==> config.mk <==
export PLATFORM = sky130hd
export DESIGN_NAME = vx_tcu_bhf_mul_arb
export DESIGN_NICKNAME = d
export VERILOG_FILES = /design/src/rtl/vx_tcu_bhf_mul_arb.sv
export SDC_FILE = /design/constraint.sdc
export NUM_CORES = 1
export LEC_CHECK = 0
export ABC_AREA = 1
export CORE_AREA = 2 2 118 120
export CTS_CLUSTER_SIZE = 24
export DETAILED_ROUTE_END_ITERATION = 10
export DIE_AREA = 0 0 120 122
export HOLD_SLACK_MARGIN = 0.02
export PLACE_DENSITY = 0.82
export SETUP_SLACK_MARGIN = 0.3
export SLEW_MARGIN = 20
export SYNTH_ARGS = -nofsm -noshare
export SYNTH_HDL_FRONTEND = slang
export SYNTH_SLANG_ARGS = --single-unit
==> constraint.sdc <==
create_clock -name clk_i -period 8.2 [get_ports clk_i]
set_input_delay 0.82 -clock clk_i [delete_from_list [all_inputs] [get_ports clk_i]]
set_output_delay 0.82 -clock clk_i [all_outputs]
set_load 0.01 [all_outputs]
==> src/rtl/vx_tcu_bhf_mul_arb.sv <==
`default_nettype none
// ============================================================================
// Module   : vx_tcu_bhf_mul_arb
// Brief    : Round-robin arbiter sharing one BF16 multiplier among NUM_REQS
//            lanes, with an in-order LATENCY-deep result pipeline.
//            Optional perf counters: VX_TCU_BHF_MUL_ARB_PERF_EN
// Revision : 1.0
// ============================================================================
module vx_tcu_bhf_mul_arb #(
    parameter int NUM_REQS = 4,
    parameter int LATENCY  = 2,
    parameter int IDX_W    = (NUM_REQS > 1) ? $clog2(NUM_REQS) : 1
) (
    input  logic                   clk_i,
    input  logic                   reset_i,
    input  logic [NUM_REQS-1:0]    req_valid_i,
    input  logic [NUM_REQS*16-1:0] req_a_i,
    input  logic [NUM_REQS*16-1:0] req_b_i,
    output logic [NUM_REQS-1:0]    req_ready_o,
    output logic                   mul_enable_o,
    output logic [15:0]            mul_a_o,
    output logic [15:0]            mul_b_o,
    input  logic [32:0]            mul_y_i,
    output logic                   rsp_valid_o,
    output logic [IDX_W-1:0]       rsp_idx_o,
    output logic [32:0]            rsp_data_o,
    input  logic                   rsp_ready_i,
    output logic                   busy_o,
    output logic [31:0]            perf_issue_cnt_o,
    output logic [31:0]            perf_stall_cnt_o
);

    logic [IDX_W-1:0]   rr_ptr_q;
    logic [IDX_W-1:0]   rr_ptr_d;
    logic [IDX_W-1:0]   w_grant;
    logic               w_any;
    logic               w_stall;
    logic               w_fire;

    logic [LATENCY-1:0] stg_valid_q;
    logic [IDX_W-1:0]   stg_idx_q  [LATENCY];
    logic [32:0]        stg_data_q [LATENCY];

    assign w_any   = |req_valid_i;
    assign w_stall = stg_valid_q[LATENCY-1] & ~rsp_ready_i;
    assign w_fire  = w_any & ~w_stall & ~reset_i;

    // Rotating priority search starting at rr_ptr; falls back to rr_ptr when idle.
    always_comb begin
        int   pos;
        logic found;
        pos     = 0;
        found   = 1'b0;
        w_grant = rr_ptr_q;
        for (int k = 0; k < NUM_REQS; k++) begin
            pos = int'(rr_ptr_q) + k;
            if (pos >= NUM_REQS) begin
                pos = pos - NUM_REQS;
            end
            if (!found && req_valid_i[pos]) begin
                found   = 1'b1;
                w_grant = IDX_W'(pos);
            end
        end
    end

    always_comb begin
        rr_ptr_d = rr_ptr_q;
        if (w_fire) begin
            rr_ptr_d = (int'(w_grant) == NUM_REQS - 1) ? '0 : w_grant + 1'b1;
        end
    end

    always_comb begin
        req_ready_o = '0;
        for (int i = 0; i < NUM_REQS; i++) begin
            req_ready_o[i] = w_fire && (int'(w_grant) == i);
        end
    end

    assign mul_enable_o = w_fire;
    assign mul_a_o      = req_a_i[16*w_grant +: 16];
    assign mul_b_o      = req_b_i[16*w_grant +: 16];

    always_ff @(posedge clk_i) begin
        if (reset_i) begin
            rr_ptr_q <= '0;
        end else begin
            rr_ptr_q <= rr_ptr_d;
        end
    end

    // Whole pipeline freezes on stall so the output stage stays stable.
    always_ff @(posedge clk_i) begin
        if (reset_i) begin
            stg_valid_q <= '0;
        end else if (!w_stall) begin
            stg_valid_q[0] <= w_fire;
            for (int k = 1; k < LATENCY; k++) begin
                stg_valid_q[k] <= stg_valid_q[k-1];
            end
        end
    end

    always_ff @(posedge clk_i) begin
        if (!w_stall) begin
            stg_idx_q[0]  <= w_grant;
            stg_data_q[0] <= mul_y_i;
            for (int k = 1; k < LATENCY; k++) begin
                stg_idx_q[k]  <= stg_idx_q[k-1];
                stg_data_q[k] <= stg_data_q[k-1];
            end
        end
    end

    assign rsp_valid_o = stg_valid_q[LATENCY-1];
    assign rsp_idx_o   = stg_idx_q[LATENCY-1];
    assign rsp_data_o  = stg_data_q[LATENCY-1];
    assign busy_o      = |stg_valid_q;

`ifdef VX_TCU_BHF_MUL_ARB_PERF_EN
    logic [31:0] perf_issue_q;
    logic [31:0] perf_stall_q;

    always_ff @(posedge clk_i) begin
        if (reset_i) begin
            perf_issue_q <= '0;
            perf_stall_q <= '0;
        end else begin
            if (w_fire) begin
                perf_issue_q <= perf_issue_q + 32'd1;
            end
            if (w_stall) begin
                perf_stall_q <= perf_stall_q + 32'd1;
            end
        end
    end

    assign perf_issue_cnt_o = perf_issue_q;
    assign perf_stall_cnt_o = perf_stall_q;
`else
    assign perf_issue_cnt_o = '0;
    assign perf_stall_cnt_o = '0;
`endif

endmodule
`default_nettype wire

==> metrics.txt, run 1 <==
status complete, no violations; RSZ-0062 raised after global routing false; VDD IR max between 0.2 and 0.3 mV; Fmax 0.220 GHz; Synth cell types 18; DRC 0; most frequent CP cell nand2_1; Syn Inst Count approximately 520; number of buffers created by CTS 9; vias per cell between 4 and 5; Die H 122 µm; final setup TNS 0 ps; FF+latch count, synth 74; Worst setup EP type output pin; Pwr Density 339 nW/µm²; main combinational cell family by area after synthesis simple AND/OR/NAND/NOR gates; first-iteration detailed-routing DRC count around 270; CP Cell Sequence clkdlybuf4s50_1 -> nand2_1 -> nand2_1 -> nand2_1 -> nand2_2 -> nand2_1 -> nand2_1 -> nand2_1 -> nand2_1 -> nand2_2 -> inv_2 -> nand2_1 -> nand2_1 -> nand2_1 -> nand3_1 -> clkdlybuf4s50_1; row count 43; Worst-Skew Late Latency approximately 320 ps; compound-cell area share of the yosys netlist 0.00500; initial antenna violation count 2; CTS tree built; Rel. slew slack 0.263; count of input and output buffers ~240; CTS Buffer Depth 2; most frequent cells in the layout 241 x clkdlybuf4s50_1, 178 x nand2_1, 107 x nand3_1; vias in the first global route 3651; CP Class in2out; fin. max-slew vios 0; CTS H-tree depth 3; worst setup path start req_valid_i[0]; Final #Nets 882; Hold Path Class reg2reg; total power between 2000 and 2500 µW; Netlist Area Pre-Place between 4000 and 5000 µm²; first-pass GRT wire length ~18000 µm; r2r worst-path depth 15; Core ar. 13500 µm²; Fill cells 1242; most common cell after layout, fill and taps aside clkdlybuf4s50_1; sequential area share after synthesis 0.484; Post-Synth Simple-Gate Area 0.288; Area Overhead vs Synth 49.9%; R2R Path Start rr_ptr_q[0]$_SDFFE_PP0P_; max_cap viols 0; Worst path max stage delay 760 ps; routability cong. approximately 0.83; I/O Pins about 310; min cycle time layout roughly 4500 ps; Synth warnings 0; Max Fanout on Critical Path 65; Sequential Area around 2200 µm²; setup bufs post-CTS 0; grt total ovfl 0; final wirelength between 10000 and 15000 µm; Detailed Place HPWL ~9500 µm; Cell Area, Placed between 6000 and 7000 µm²; Die ar. 14600 µm²; hold buffers post-CTS 0; Clk pin slew, worst setup/hold paths approximately 50 ps; Avg WL per Cell between 10 and 15 µm; Synth Area in Adders 0; Crit. path cell count 16; post-synthesis mux area share 0; CP bufs+invs 3; fin crit share 0.553; starting density of the core 0.334; share of layout cells above drive strength 1 0.0445; CP Launch Type input pin; Post-Synth XOR/XNOR Area 0; Critical Path Sink mul_a_o[14]; Req. time, crit path roughly 7400 ps; Syn Area/Cell between 8 and 9 µm²; R2R Setup Slk ~5500 ps; GRT Total Usage 0.162; total number of vias roughly 3900; CP top delay family buffers and inverters; Leakage approximately 0.0029 µW; Final ANT Viol Nets 0; Worst path slowest cell inv_2; CP Data Arrival Time approximately 3700 ps; drt pass-1 iters 5; Die W about 120 µm; post-route cell area around 6800 µm²; count of final setup violators 0; largest net degree at the start of global routing 74; final hold viol count 0; cts repair resizes 0; Multi-input gate area ~1600 µm²; Layout Skew between 5 and 6 ps; Slew @ Worst Pin around 1100 ps; worst r2r dst rr_ptr_q[1]$_SDFFE_PP0P_; clk sinks 74; root buffer cell clkbuf_16
==> synth_stat cells <==
| master | n | area, µm² |
|---|---|---|
| nand4_1 | 1 | 6.26 |
| nand3_1 | 107 | 536 |
| a21oi_1 | 2 | 10.0 |
| edfxtp_1 | 70 | 2100 |
| nand2_1 | 178 | 668 |
| nand2_2 | 5 | 31.3 |
| buf_6 | 8 | 90.1 |
| inv_2 | 5 | 18.8 |
| nor3_2 | 1 | 10.0 |
| nor2_2 | 4 | 25.0 |
| buf_2 | 14 | 70.1 |
| inv_1 | 11 | 41.3 |
| conb_1 | 1 | 3.75 |
| dfxtp_1 | 4 | 80.1 |
| o21ai_1 | 1 | 5.00 |
| o31ai_1 | 1 | 7.51 |
| nor2_1 | 5 | 18.8 |
| buf_4 | 104 | 781 |
==> worst register-to-register path, stage by stage, from the launching register on <==
cell,delay (ps)
dfxtp_1,570
inv_2,190
nand2_1,100
nand2_1,110
nand2_1,100
nand2_2,80
nand2_1,80
nand2_1,50
nand3_1,70
nand3_1,100
nand2_2,260
buf_4,520
nand2_1,180
nand2_1,90
nor2_1,40
nor2_1,70
==> area by class of cell <==
| class | instances | share of cell area |
|---|---|---|
| clock buffers | 12 | 0.0350 |
| diodes | 1 | 0.000371 |
| clock inverters | 4 | 0.00797 |
| well taps | 180 | 0.0334 |
| repair buffers | 244 | 0.361 |
| inverters | 16 | 0.00889 |
| multi-input cells | 369 | 0.231 |
| flip-flops and latches | 74 | 0.323 |
==> worst min-delay path by stage <==
stage	start	to	slack, ps	depth (start not counted)
final	stg_idx_q[0][0]$_DFFE_PN_	stg_idx_q[0][2]$_DFFE_PN_	420	0
after global routing	stg_data_q[0][26]$_DFFE_PN_	stg_data_q[0][59]$_DFFE_PN_	430	0
after CTS	stg_data_q[0][7]$_DFFE_PN_	stg_data_q[0][40]$_DFFE_PN_	420	0
after detailed placement	stg_data_q[0][7]$_DFFE_PN_	stg_data_q[0][40]$_DFFE_PN_	400	0
after global placement	stg_data_q[0][21]$_DFFE_PN_	stg_data_q[0][54]$_DFFE_PN_	400	0
after floorplan	stg_data_q[0][0]$_DFFE_PN_	stg_data_q[0][33]$_DFFE_PN_	400	0
==> report_power, final <==
| group | switching (µW) | total (µW) | internal [µW] |
|---|---|---|---|
| clock network | 136 | 372 | 236 |
| registers | 17.8 | 480 | 462 |
| logic | 799 | 1440 | 639 |
==> stage by stage <==
step / util / hold slack, ps / setup slack [ps] / cells
global route: 0.500 / 426 / 3380 / 900
floorplan: - / 400 / 4250 / 585
CTS: 0.500 / 417 / 3630 / 899
detailed placement: 0.478 / 405 / 3620 / 883
finish: 0.500 / 418 / 3660 / 900
global placement: 0.478 / 400 / 3690 / 883
==> layer usage <==
layer | wire [µm] | global-route usage | share of wire
met5 | 13 | 0 | 0.0011
met4 | 236 | 0.0610 | 0.019
met3 | 1160 | 0.0515 | 0.094
met2 | 6050 | 0.275 | 0.49
met1 | 4840 | 0.193 | 0.39
==> cell families after synthesis <==
kind of cell,Yosys count
flops,74
other cells,1
buf+inv,142
compound gates,4
simple gates,301
==> flip-flops by register name, summed over array words and instances (netlist names) <==
register / cells
stg_data_q: 66
stg_idx_q: 4
stg_valid_q: 2
rr_ptr_q: 2
Power figures use the tool's default switching activity.
==> run 2: changes to the inputs <==
CORE_AREA = unset   (was 2 2 118 120)
CORE_UTILIZATION = 33   (was unset)
DIE_AREA = unset   (was 0 0 120 122)
PLACE_DENSITY = 0.84   (was 0.82)
clock period = 3.9 ns   (was 8.2 ns; I/O delays follow)
==> run 2 against run 1 <==
Effect of this change: routed wire length decreased by 3.7%; critical path depth decreased by 2; largest power group unchanged; sequential power increased by 110%; clock skew about the same; clock-buffer cell count increased by 4; cell count decreased by 0.33%; cell area increased by 0.56%; non-clock buffer count increased by 1; register-to-register slack got worse by 3800 ps.
==> metrics.txt, run 2 (synthesis gave the netlist of run 1 again) <==
final wirelength approximately 12000 µm; vias per cell around 4.4; count of input and output buffers 241; Final ANT Viol Nets 0; drt pass-1 iters 4; Area Overhead vs Synth 50.7%; CP Cell Sequence inv_2 -> nand2_1 -> nand2_1 -> nand2_1 -> nand2_2 -> nand2_1 -> nand2_1 -> nand3_1 -> nand3_1 -> nand2_2 -> buf_12 -> nand3_1 -> nand3_1 -> clkdlybuf4s50_1; number of buffers created by CTS 9; r2r worst-path depth 14; Worst path slowest cell clkdlybuf4s50_1; Detailed Place HPWL 9050 µm; worst r2r dst rr_ptr_q[1]$_SDFFE_PP0P_; DRC 0; DP Cell Count 880; CP Data Arrival Time a little under 3000 ps; clk sinks 74; setup bufs post-CTS 0; Req. time, crit path about 3500 ps; first-iteration detailed-routing DRC count 261; hold path depth 0; most frequent CP cell nand2_1; count of final setup violators 0; hold buffers post-CTS 0; most frequent cells in the layout 241 x clkdlybuf4s50_1, 178 x nand2_1, 107 x nand3_1; CP Class reg2out; Fmax ~0.30 GHz; Largest Register stg_data_q; Hold Path Class reg2reg; Setup WS pre-CTS slightly above 400 ps; Slew @ Worst Pin between 800 and 900 ps; R2R Setup Slk about 1700 ps; Worst setup EP type output pin; starting density of the core 0.339; VDD IR max ~0.52 mV; Leakage between 0.002 and 0.003 µW; RSZ-0062 raised after global routing false; min cycle time layout about 3300 ps; R2R Path Start rr_ptr_q[0]$_SDFFE_PP0P_; Core ar. between 10000 and 15000 µm²; CTS Buffer Depth 2; fin. max-slew vios 0; fin worst setup slack approximately 550 ps; Final Non-Filler Cells 897; most common cell after layout, fill and taps aside clkdlybuf4s50_1; Die H roughly 120 µm; row count 42; fin crit share 0.858; CP Launch Type flip-flop; max reg flops 66; worst hold start stg_data_q[0][6]$_DFFE_PN_; CTS tree built; Top Registers stg_data_q (66), stg_idx_q (4); I/O Pins just over 300; post-route cell area approximately 6800 µm²; first-pass GRT wire length 17800 µm; total number of vias roughly 4000; Avg WL per Cell approximately 13 µm; Layout Skew 5.39 ps; status complete, no violations; fin util 0.511; routability cong. between 0.8 and 0.9; vias in the first global route ~3600; Worst path max stage delay between 500 and 600 ps; Max Fanout on Critical Path between 60 and 70; Fill cells around 1200; Die ar. about 14000 µm²; cts repair resizes 3; Final #Nets between 800 and 900; initial antenna violation count 1; worst-case hold path end point stg_data_q[0][39]$_DFFE_PN_; Clk pin slew, worst setup/hold paths around 50 ps; Pwr Density about 720 nW/µm²; final hold viol count 0; CTS H-tree depth 3; Cell Area, Placed 6490 µm²; Die W about 120 µm; final setup TNS 0 ps; Rel. slew slack 0.438; grt total ovfl 0; root buffer cell clkbuf_16; share of layout cells above drive strength 1 0.0444; Worst-Skew Late Latency ~320 ps; max_cap viols 0; GRT Total Usage 0.161; largest net degree at the start of global routing 73
[run 2: changes by cell type in the layout (fill, tap and decap cells not counted), moves of 2 or more]
cell        delta
clkbuf_8       +2
clkbuf_1       +2
clkinvlp_4     -2
buf_12         +2
buf_4          -2
inv_2          -2
[run 2: worst max path at each step]
stage	start	endpoint	slack, ps	depth (start not counted)
5_1_grt	rr_ptr_q[0]$_SDFFE_PP0P_	mul_a_o[14]	300	16
3_5_place_dp	req_valid_i[3]	mul_a_o[14]	400	15
2_1_floorplan	stg_valid_q[1]$_SDFFE_PP0N_	req_ready_o[0]	800	9
4_1_cts	rr_ptr_q[0]$_SDFFE_PP0P_	mul_a_o[14]	440	16
6_report	rr_ptr_q[1]$_SDFFE_PP0P_	mul_a_o[14]	550	14
3_3_place_gp	req_valid_i[2]	mul_a_o[14]	490	16
[run 2: final cells by class]
cell class	count	area [µm²]	share of cell area
inverter	16	67.6	0.00995
timing repair buffer	245	2490	0.366
multi-input combinational	369	1560	0.229
tap	176	220	0.0324
sequential	74	2180	0.322
antenna	1	2.50	0.000369
clock buffer	16	272	0.0400
[run 2: stage by stage]
step                      total power (µW)  hold WS, ps
after floorplan                       2910          400
after global placement                4120          400
after detailed placement              4130          405
after CTS                             4880          416
after global routing                  5240          419
final                                 4880          415
[run 2: metal layers]
metal | GRT usage | part of all wire | routed length (µm)
met4 | 0.0530 | 0.019 | 225
met5 | 0 | 0 | 0
met3 | 0.0378 | 0.088 | 1050
met1 | 0.207 | 0.41 | 4810
met2 | 0.266 | 0.49 | 5760
[run 2: worst max-delay path: cells and delay by family, from the launching register on]
| family | cells | cell delay (ps) |
|---|---|---|
| DFF | 1 | 500 |
| and+or+nand+nor | 11 | 1110 |
| buffers and inverters | 3 | 960 |
[run 2: report_power, final]
part           switching [µW]  internal (µW)
Combinational            1700           1440
Sequential               37.6            973
Clock                     260            466
Total                    2000           2870
